--- src/rtl/uart_rfg_pkg.sv ---
// Shared definitions for the UART register-frame command decoder:
// header field positions, FSM state encoding and frame byte type.
package uart_rfg_pkg;

    localparam int unsigned WRITE_BIT = 7;
    localparam int unsigned INC_BIT   = 6;
    localparam int unsigned ADDR_MSB  = 5;

    typedef logic [7:0]        frame_byte_t;
    typedef logic [ADDR_MSB:0] reg_addr_t;

    typedef enum logic [1:0] {
        ST_IDLE,
        ST_LEN,
        ST_DATA,
        ST_ISSUE
    } state_e;

endpackage

--- src/rtl/uart_rfg_cmd_decoder_if.sv ---
// Byte-stream input and register-command output of the frame decoder.
// The master modport is the byte source / command sink side.
interface uart_rfg_cmd_decoder_if #(
    parameter int unsigned ID_WIDTH = 8
);
    import uart_rfg_pkg::*;

    frame_byte_t         s_axis_tdata;
    logic                s_axis_tvalid;
    logic                s_axis_tready;
    logic [ID_WIDTH-1:0] s_axis_tid;

    logic                cmd_valid;
    logic                cmd_ready;
    logic                cmd_write;
    reg_addr_t           cmd_addr;
    frame_byte_t         cmd_wdata;
    logic                cmd_last;
    logic [ID_WIDTH-1:0] cmd_id;

    modport master (
        output s_axis_tdata, s_axis_tvalid, s_axis_tid, cmd_ready,
        input  s_axis_tready, cmd_valid, cmd_write, cmd_addr, cmd_wdata, cmd_last, cmd_id
    );

    modport slave (
        input  s_axis_tdata, s_axis_tvalid, s_axis_tid, cmd_ready,
        output s_axis_tready, cmd_valid, cmd_write, cmd_addr, cmd_wdata, cmd_last, cmd_id
    );

endinterface

--- src/rtl/uart_gap_timer.sv ---
// Inter-byte gap counter: counts enabled cycles since the last clear and
// flags the cycle in which the TIMEOUT_CYCLES-th idle cycle occurs.
module uart_gap_timer #(
    parameter int unsigned TIMEOUT_CYCLES = 100000
) (
    input  logic clk,
    input  logic resn,
    input  logic clear,
    input  logic enable,
    output logic expired
);
    localparam int unsigned CW = $clog2(TIMEOUT_CYCLES + 1);

    logic [CW-1:0] count_q;
    logic [CW-1:0] count_d;

    always_comb begin
        count_d = count_q;
        if (clear || !enable) begin
            count_d = '0;
        end else begin
            count_d = count_q + CW'(1);
        end
    end

    // count_q holds the idle cycles already elapsed, so this cycle is the last allowed one
    assign expired = enable && !clear && (count_q == CW'(TIMEOUT_CYCLES - 1));

    always_ff @(posedge clk or negedge resn) begin
        if (!resn) begin
            count_q <= '0;
        end else begin
            count_q <= count_d;
        end
    end

endmodule

--- src/rtl/uart_rfg_cmd_decoder.sv ---
// Parses header/length/data byte frames into per-register commands with a
// valid/ready command port; aborts frames stalled on the byte side.
module uart_rfg_cmd_decoder
    import uart_rfg_pkg::*;
#(
    parameter int unsigned ID_WIDTH       = 8,
    parameter int unsigned TIMEOUT_CYCLES = 100000
) (
    input  logic                   clk,
    input  logic                   resn,
    uart_rfg_cmd_decoder_if.slave  bus,
    output logic                   frame_error,
    output logic                   busy
);
    state_e              state_q, state_d;
    logic                write_q, write_d;
    logic                inc_q, inc_d;
    reg_addr_t           addr_q, addr_d;
    logic [ID_WIDTH-1:0] id_q, id_d;
    frame_byte_t         wdata_q, wdata_d;
    frame_byte_t         rem_q, rem_d;
    logic                tready_q, tready_d;
    logic                valid_q, valid_d;
    logic                last_q, last_d;
    logic                ferr_q, ferr_d;
    logic                busy_q, busy_d;

    logic accept;
    logic handshake;
    logic gap_enable;
    logic gap_expired;

    assign accept     = bus.s_axis_tvalid && tready_q;
    assign handshake  = valid_q && bus.cmd_ready;
    assign gap_enable = (state_q == ST_LEN) || (state_q == ST_DATA);

    uart_gap_timer #(
        .TIMEOUT_CYCLES(TIMEOUT_CYCLES)
    ) u_gap_timer (
        .clk    (clk),
        .resn   (resn),
        .clear  (accept),
        .enable (gap_enable),
        .expired(gap_expired)
    );

    always_comb begin
        state_d = state_q;
        write_d = write_q;
        inc_d   = inc_q;
        addr_d  = addr_q;
        id_d    = id_q;
        wdata_d = wdata_q;
        rem_d   = rem_q;
        ferr_d  = 1'b0;

        unique case (state_q)
            ST_IDLE: begin
                if (accept) begin
                    write_d = bus.s_axis_tdata[WRITE_BIT];
                    inc_d   = bus.s_axis_tdata[INC_BIT];
                    addr_d  = bus.s_axis_tdata[ADDR_MSB:0];
                    id_d    = bus.s_axis_tid;
                    wdata_d = '0;
                    state_d = ST_LEN;
                end
            end
            ST_LEN: begin
                if (accept) begin
                    if (bus.s_axis_tdata == '0) begin
                        ferr_d  = 1'b1;
                        state_d = ST_IDLE;
                    end else begin
                        rem_d   = bus.s_axis_tdata;
                        state_d = write_q ? ST_DATA : ST_ISSUE;
                    end
                end else if (gap_expired) begin
                    ferr_d  = 1'b1;
                    state_d = ST_IDLE;
                end
            end
            ST_DATA: begin
                if (accept) begin
                    wdata_d = bus.s_axis_tdata;
                    state_d = ST_ISSUE;
                end else if (gap_expired) begin
                    ferr_d  = 1'b1;
                    state_d = ST_IDLE;
                end
            end
            ST_ISSUE: begin
                if (handshake) begin
                    rem_d = rem_q - 8'd1;
                    if (inc_q) begin
                        addr_d = addr_q + 6'd1;
                    end
                    if (rem_q == 8'd1) begin
                        state_d = ST_IDLE;
                    end else if (write_q) begin
                        state_d = ST_DATA;
                    end
                end
            end
            default: state_d = ST_IDLE;
        endcase

        // Outputs are decoded from the next state so they can be registered
        tready_d = (state_d != ST_ISSUE);
        valid_d  = (state_d == ST_ISSUE);
        last_d   = (state_d == ST_ISSUE) && (rem_d == 8'd1);
        busy_d   = (state_d != ST_IDLE);
    end

    always_ff @(posedge clk or negedge resn) begin
        if (!resn) begin
            state_q  <= ST_IDLE;
            write_q  <= 1'b0;
            inc_q    <= 1'b0;
            addr_q   <= '0;
            id_q     <= '0;
            wdata_q  <= '0;
            rem_q    <= '0;
            tready_q <= 1'b0;
            valid_q  <= 1'b0;
            last_q   <= 1'b0;
            ferr_q   <= 1'b0;
            busy_q   <= 1'b0;
        end else begin
            state_q  <= state_d;
            write_q  <= write_d;
            inc_q    <= inc_d;
            addr_q   <= addr_d;
            id_q     <= id_d;
            wdata_q  <= wdata_d;
            rem_q    <= rem_d;
            tready_q <= tready_d;
            valid_q  <= valid_d;
            last_q   <= last_d;
            ferr_q   <= ferr_d;
            busy_q   <= busy_d;
        end
    end

    assign bus.s_axis_tready = tready_q;
    assign bus.cmd_valid     = valid_q;
    assign bus.cmd_write     = write_q;
    assign bus.cmd_addr      = addr_q;
    assign bus.cmd_wdata     = wdata_q;
    assign bus.cmd_last      = last_q;
    assign bus.cmd_id        = id_q;
    assign frame_error       = ferr_q;
    assign busy              = busy_q;

endmodule
--- src/flat_wrapper.sv ---
// flat-port wrapper written by rule: the top's interface ports become plain ports
module uart_rfg_cmd_decoder_flat import uart_rfg_pkg::*;
#(
    parameter int unsigned ID_WIDTH       = 8,
    parameter int unsigned TIMEOUT_CYCLES = 100000
)
  (clk, resn, frame_error, busy, bus_s_axis_tdata, bus_s_axis_tvalid, bus_s_axis_tid, bus_cmd_ready, bus_s_axis_tready, bus_cmd_valid, bus_cmd_write, bus_cmd_addr, bus_cmd_wdata, bus_cmd_last, bus_cmd_id);
  uart_rfg_cmd_decoder_if #(.ID_WIDTH(ID_WIDTH)) bus_i ();
  input  logic clk;
  input  logic resn;
  output logic frame_error;
  output logic busy;
  input wire logic [$bits(bus_i.s_axis_tdata)-1:0] bus_s_axis_tdata;
  input wire logic [$bits(bus_i.s_axis_tvalid)-1:0] bus_s_axis_tvalid;
  input wire logic [$bits(bus_i.s_axis_tid)-1:0] bus_s_axis_tid;
  input wire logic [$bits(bus_i.cmd_ready)-1:0] bus_cmd_ready;
  output wire logic [$bits(bus_i.s_axis_tready)-1:0] bus_s_axis_tready;
  output wire logic [$bits(bus_i.cmd_valid)-1:0] bus_cmd_valid;
  output wire logic [$bits(bus_i.cmd_write)-1:0] bus_cmd_write;
  output wire logic [$bits(bus_i.cmd_addr)-1:0] bus_cmd_addr;
  output wire logic [$bits(bus_i.cmd_wdata)-1:0] bus_cmd_wdata;
  output wire logic [$bits(bus_i.cmd_last)-1:0] bus_cmd_last;
  output wire logic [$bits(bus_i.cmd_id)-1:0] bus_cmd_id;
  assign bus_i.s_axis_tdata = bus_s_axis_tdata;
  assign bus_i.s_axis_tvalid = bus_s_axis_tvalid;
  assign bus_i.s_axis_tid = bus_s_axis_tid;
  assign bus_i.cmd_ready = bus_cmd_ready;
  assign bus_s_axis_tready = bus_i.s_axis_tready;
  assign bus_cmd_valid = bus_i.cmd_valid;
  assign bus_cmd_write = bus_i.cmd_write;
  assign bus_cmd_addr = bus_i.cmd_addr;
  assign bus_cmd_wdata = bus_i.cmd_wdata;
  assign bus_cmd_last = bus_i.cmd_last;
  assign bus_cmd_id = bus_i.cmd_id;
  uart_rfg_cmd_decoder #(.ID_WIDTH(ID_WIDTH), .TIMEOUT_CYCLES(TIMEOUT_CYCLES)) u_core (.clk(clk), .resn(resn), .bus(bus_i), .frame_error(frame_error), .busy(busy));
endmodule
--- config.mk ---
export PLATFORM = sky130hd
export DESIGN_NAME = uart_rfg_cmd_decoder_flat
export DESIGN_NICKNAME = d
export VERILOG_FILES = /design/src/rtl/uart_rfg_pkg.sv /design/src/rtl/uart_rfg_cmd_decoder_if.sv /design/src/rtl/uart_gap_timer.sv /design/src/rtl/uart_rfg_cmd_decoder.sv /design/src/flat_wrapper.sv
export SDC_FILE = /design/constraint.sdc
export NUM_CORES = 1
export LEC_CHECK = 0
export ABC_AREA = 1
export CORE_ASPECT_RATIO = 0.6
export CORE_MARGIN = 5
export CORE_UTILIZATION = 30
export CTS_CLUSTER_DIAMETER = 40
export DETAILED_ROUTE_END_ITERATION = 6
export SLEW_MARGIN = 15
export SYNTH_ARGS = -nofsm -noshare
export SYNTH_HDL_FRONTEND = slang
export SYNTH_SLANG_ARGS = --single-unit
--- constraint.sdc ---
create_clock -name clk -period 2.2 [get_ports clk]
set_input_delay 0.33 -clock clk [delete_from_list [all_inputs] [get_ports clk]]
set_output_delay 0.33 -clock clk [all_outputs]
set_load 0.005 [all_outputs]
==> impl_metrics.yaml <==
run:
  cap_violations: 0
synthesis:
  syn_avg_cell_area_um2: 7.912
  synth.cell_area_um2: 3054
  yosysSeqAreaShare_pct: 45.88
  synth_cell_type_count: 34
  synthCells: 386
  yosys_warnings: 0
  ys_ff_latch: 56
  syn-num-nets: 414
grt:
  grt_usage_pct: 14.15
  antenna_found_initial: 0
  grt_max_degree: 57
  grt_pass1_wl_um: 13680
  grt_overflow: 0
  grt_pass1_vias: 2564
clock_tree:
  clk_pin_slew_ns: 0.07
  post-cts-setup-buffers: 0
  clk_latency_ns: 0.30
  cts_tree: "yes"
  clk_path_buf_depth: 2
  root_buffer: "clkbuf_16"
  clock-sinks: 56
  htree_levels: 2
  cts_buffers: 5
setup_path:
  crit_type: "register to register"
  cp_max_fo: 9
  r2r_cells: 13
  path_buf_inv: 2
  r2r-end: "u_core.bus.cmd_last"
  rr_startpoint: "u_core.state_q[1]"
  crit_required_ns: 2.39
  critPathMostFrequentCell: "nand2_1"
  crit_chain: "inv_1 -> ha_1 -> nand2_1 -> inv_2 -> nand3_1 -> o21ai_1 -> nand2_1 -> nand2_1 -> nand2_1 -> nand2_1 -> nand2_1 -> nand2_2 -> nor2_1"
  critPathArrivalTime_ns: 2.15
  crit_path_end_kind: "register"
  rrSetupSlack_ns: 0.25
  worstSetupStartpointType: "register"
  cp_top_family: "simple AND/OR/NAND/NOR gates"
  slowest_delay_ns: 0.43
  cp_slowest_cell: "dfrtp_1"
floorplanning:
  initial_core_util_pct: 30.81
  die_x_um: 140.3
  fp.dieH_um: 88.16
  dieArea_um2: 12360
  ioPinCount: 48
  core_area_um2: 9915
  rows: 28
sta:
  hold_viol: 0
  setup_viol_count_final: 0
  finalCritPeriodShare_pct: 88.79
  timing.fmax_mhz: 511.9
  worstMarginPinSlew_ns: 0.7176
  maxSlewHeadroom_pct: 52.16
  fin_skew_ns: 0.009542
  period_needed_ns: 1.953
  drv_slew: 0
  rsz0062_at_grt: "no"
  tns_ns: 0
placement:
  numPortBuffers: 47
  dpl-instance-area_um2: 3750
  gp_congestion: 0.9857
  post-dp-hpwl_um: 6483
route:
  dr_wl_met3_um: 769
  drt-met1-wl_um: 4586
  drt_iter0_drc: 216
  ant_nets: 0
  drt-total-wl_um: 8308
  top_layer: "met4"
  vias: 2749
  remaining_drc_errors: 0
  met2_length_um: 2872
  first_pass_iters: 5
  wl_per_cell_um: 14.25
  vias_per_cell: 4.715
cells_and_area:
  fin_area_um2: 3901
  drive_above_1_share_pct: 14.51
  syn_to_final_growth_pct: 27.73
  antenna_cells: 0
  nets: 475
power_and_ir_drop:
  ir_drop_uv: 507.4
  powerDensity_nw_per_um2: 1217
  leakage_nw: 1.743
min_path:
  min_path_type: "primary input to asynchronous set/reset pin"
run_status:
  outcome: "finished, final reports clean"
## synthesized netlist by cell type
cell / number / area (um2)
o22ai_1: 3 / 18.77
ha_1: 8 / 100.1
o21ai_0: 20 / 100.1
inv_4: 1 / 6.260
dfrtp_1: 56 / 1401
clkinv_1: 1 / 3.750
nand3_1: 32 / 160.2
a21boi_0: 1 / 7.510
xor2_1: 2 / 17.52
a21oi_1: 14 / 70.07
nand2_1: 81 / 304.0
o21ai_1: 6 / 30.03
buf_6: 1 / 11.26
buf_4: 1 / 7.510
nor2_4: 3 / 33.78
o21a_1: 2 / 15.01
o21ai_2: 1 / 8.760
nand2_2: 6 / 37.54
a31oi_1: 3 / 18.77
nor2_2: 3 / 18.77
nor3_2: 2 / 20.02
a21oi_2: 1 / 8.760
o211ai_1: 1 / 7.510
nor4_4: 1 / 21.27
mux2_1: 1 / 11.26
nand4_1: 8 / 50.05
inv_2: 13 / 48.80
buf_2: 2 / 10.01
clkbuf_1: 2 / 7.510
mux2_2: 10 / 112.6
inv_1: 39 / 146.4
nor3_1: 6 / 30.03
or2_2: 1 / 6.260
nor2_1: 54 / 202.7
## per-stage QoR
step / hold WS (ns) / total power [mW] / setup slack (ns) / util [%] / instances
2_1_floorplan: 0.03441 / 2.870 / 0.5464 / - / 386
3_3_place_gp: 0.4521 / 3.883 / 0.1321 / 37.82 / 575
3_5_place_dp: 0.4829 / 3.905 / 0.1095 / 37.82 / 575
4_1_cts: 0.1955 / 4.756 / 0.2387 / 39.32 / 583
5_1_grt: 0.2431 / 5.113 / 0.03536 / 39.35 / 583
6_report: 0.1664 / 4.750 / 0.2466 / 39.35 / 583
## worst register-to-register path: stages (launching register included)
cell	delay (ns)
dfrtp_1	0.43
inv_1	0.10
ha_1	0.31
nand2_1	0.11
inv_2	0.18
nand3_1	0.10
o21ai_1	0.12
nand2_1	0.06
nand2_1	0.05
nand2_1	0.04
nand2_1	0.08
nand2_1	0.09
nand2_2	0.12
nor2_1	0.06
## cells by family (layout without fill, tap and decap cells)
group / count (synthesis) / count (layout) / share of synthesized area [%]
compound gates: 52 / 52 / 9.341
xor+xnor: 2 / 2 / 0.5736
fa+ha+maj: 8 / 8 / 3.277
buf+inv: 60 / 122 / 7.907
flops: 56 / 56 / 45.88
mux: 11 / 11 / 4.056
simple gates: 197 / 197 / 28.96
## cell usage in the layout (no fill, tap or decap), drive strengths merged
cell           synthesis  layout
ha                     8       8
nand2                 87      87
clkinv                 1       3
nand4                  8       8
or2                    1       1
o22ai                  3       3
nand3                 32      32
buf                    4      14
inv                   53      53
o21ai                 27      27
nor2                  60      60
clkdlybuf4s50          0      46
nor4                   1       1
xor2                   2       2
dfrtp                 56      56
nor3                   8       8
clkbuf                 2       6
o21a                   2       2
a21boi                 1       1
a21oi                 15      15
a31oi                  3       3
o211ai                 1       1
mux2                  11      11
## worst max-delay path by stage
stage | startpoint | endpoint | slack, ns | cells after the start
finish | u_core.state_q[1] | u_core.bus.cmd_last | 0.25 | 13
global route | u_core.state_q[1] | u_core.bus.cmd_last | 0.04 | 13
CTS | u_core.state_q[1] | u_core.bus.cmd_last | 0.24 | 11
detailed placement | bus_s_axis_tdata[5] | u_core.bus.cmd_last | 0.11 | 9
global placement | bus_s_axis_tdata[5] | u_core.bus.cmd_last | 0.13 | 9
floorplan | u_core.state_q[1] | u_core.bus.cmd_last | 0.55 | 12
## registers in the layout, indices dropped and copies added, names as in the netlist
name	count
u_core.bus.cmd_addr	6
u_core.bus.cmd_last	1
u_core.bus.cmd_id	8
u_core.busy	1
u_core.u_gap_timer.count_q	17
u_core.bus.cmd_write	1
u_core.bus.cmd_wdata	8
u_core.inc_q	1
u_core.rem_q	8
u_core.bus.s_axis_tready	1
u_core.frame_error	1
u_core.bus.cmd_valid	1
u_core.state_q	2
## layout make-up
type | instances | area (um2)
clock buffers | 6 | 138.9
clock inverters | 2 | 10.01
fillers | 1004 | 6013
inverters | 54 | 205.2
multi-input cells | 270 | 1414
flip-flops and latches | 56 | 1401
well taps | 135 | 168.9
repair buffers | 60 | 563.0
## routing by layer
metal | vias to the layer above | track usage (%)
met5 | - | 0
met4 | 0 | 4.485
met3 | 6 | 4.692
met2 | 99 | 17.66
met1 | 1272 | 22.19
li1 | 1372 | -
## report_power, final
part	internal [mW]	switching, mW	leakage (nW)
Sequential	1.38	0.308	0.719
Clock	0.450	0.377	0.0766
Combinational	1.02	1.22	0.947
Total	2.85	1.90	1.74
## what timing repair did
item	CTS	global route
gates resized for setup	0	1
hold buffers	0	0
endpoints found under the setup margin	0	1
(Power assumes the default switching activity.)
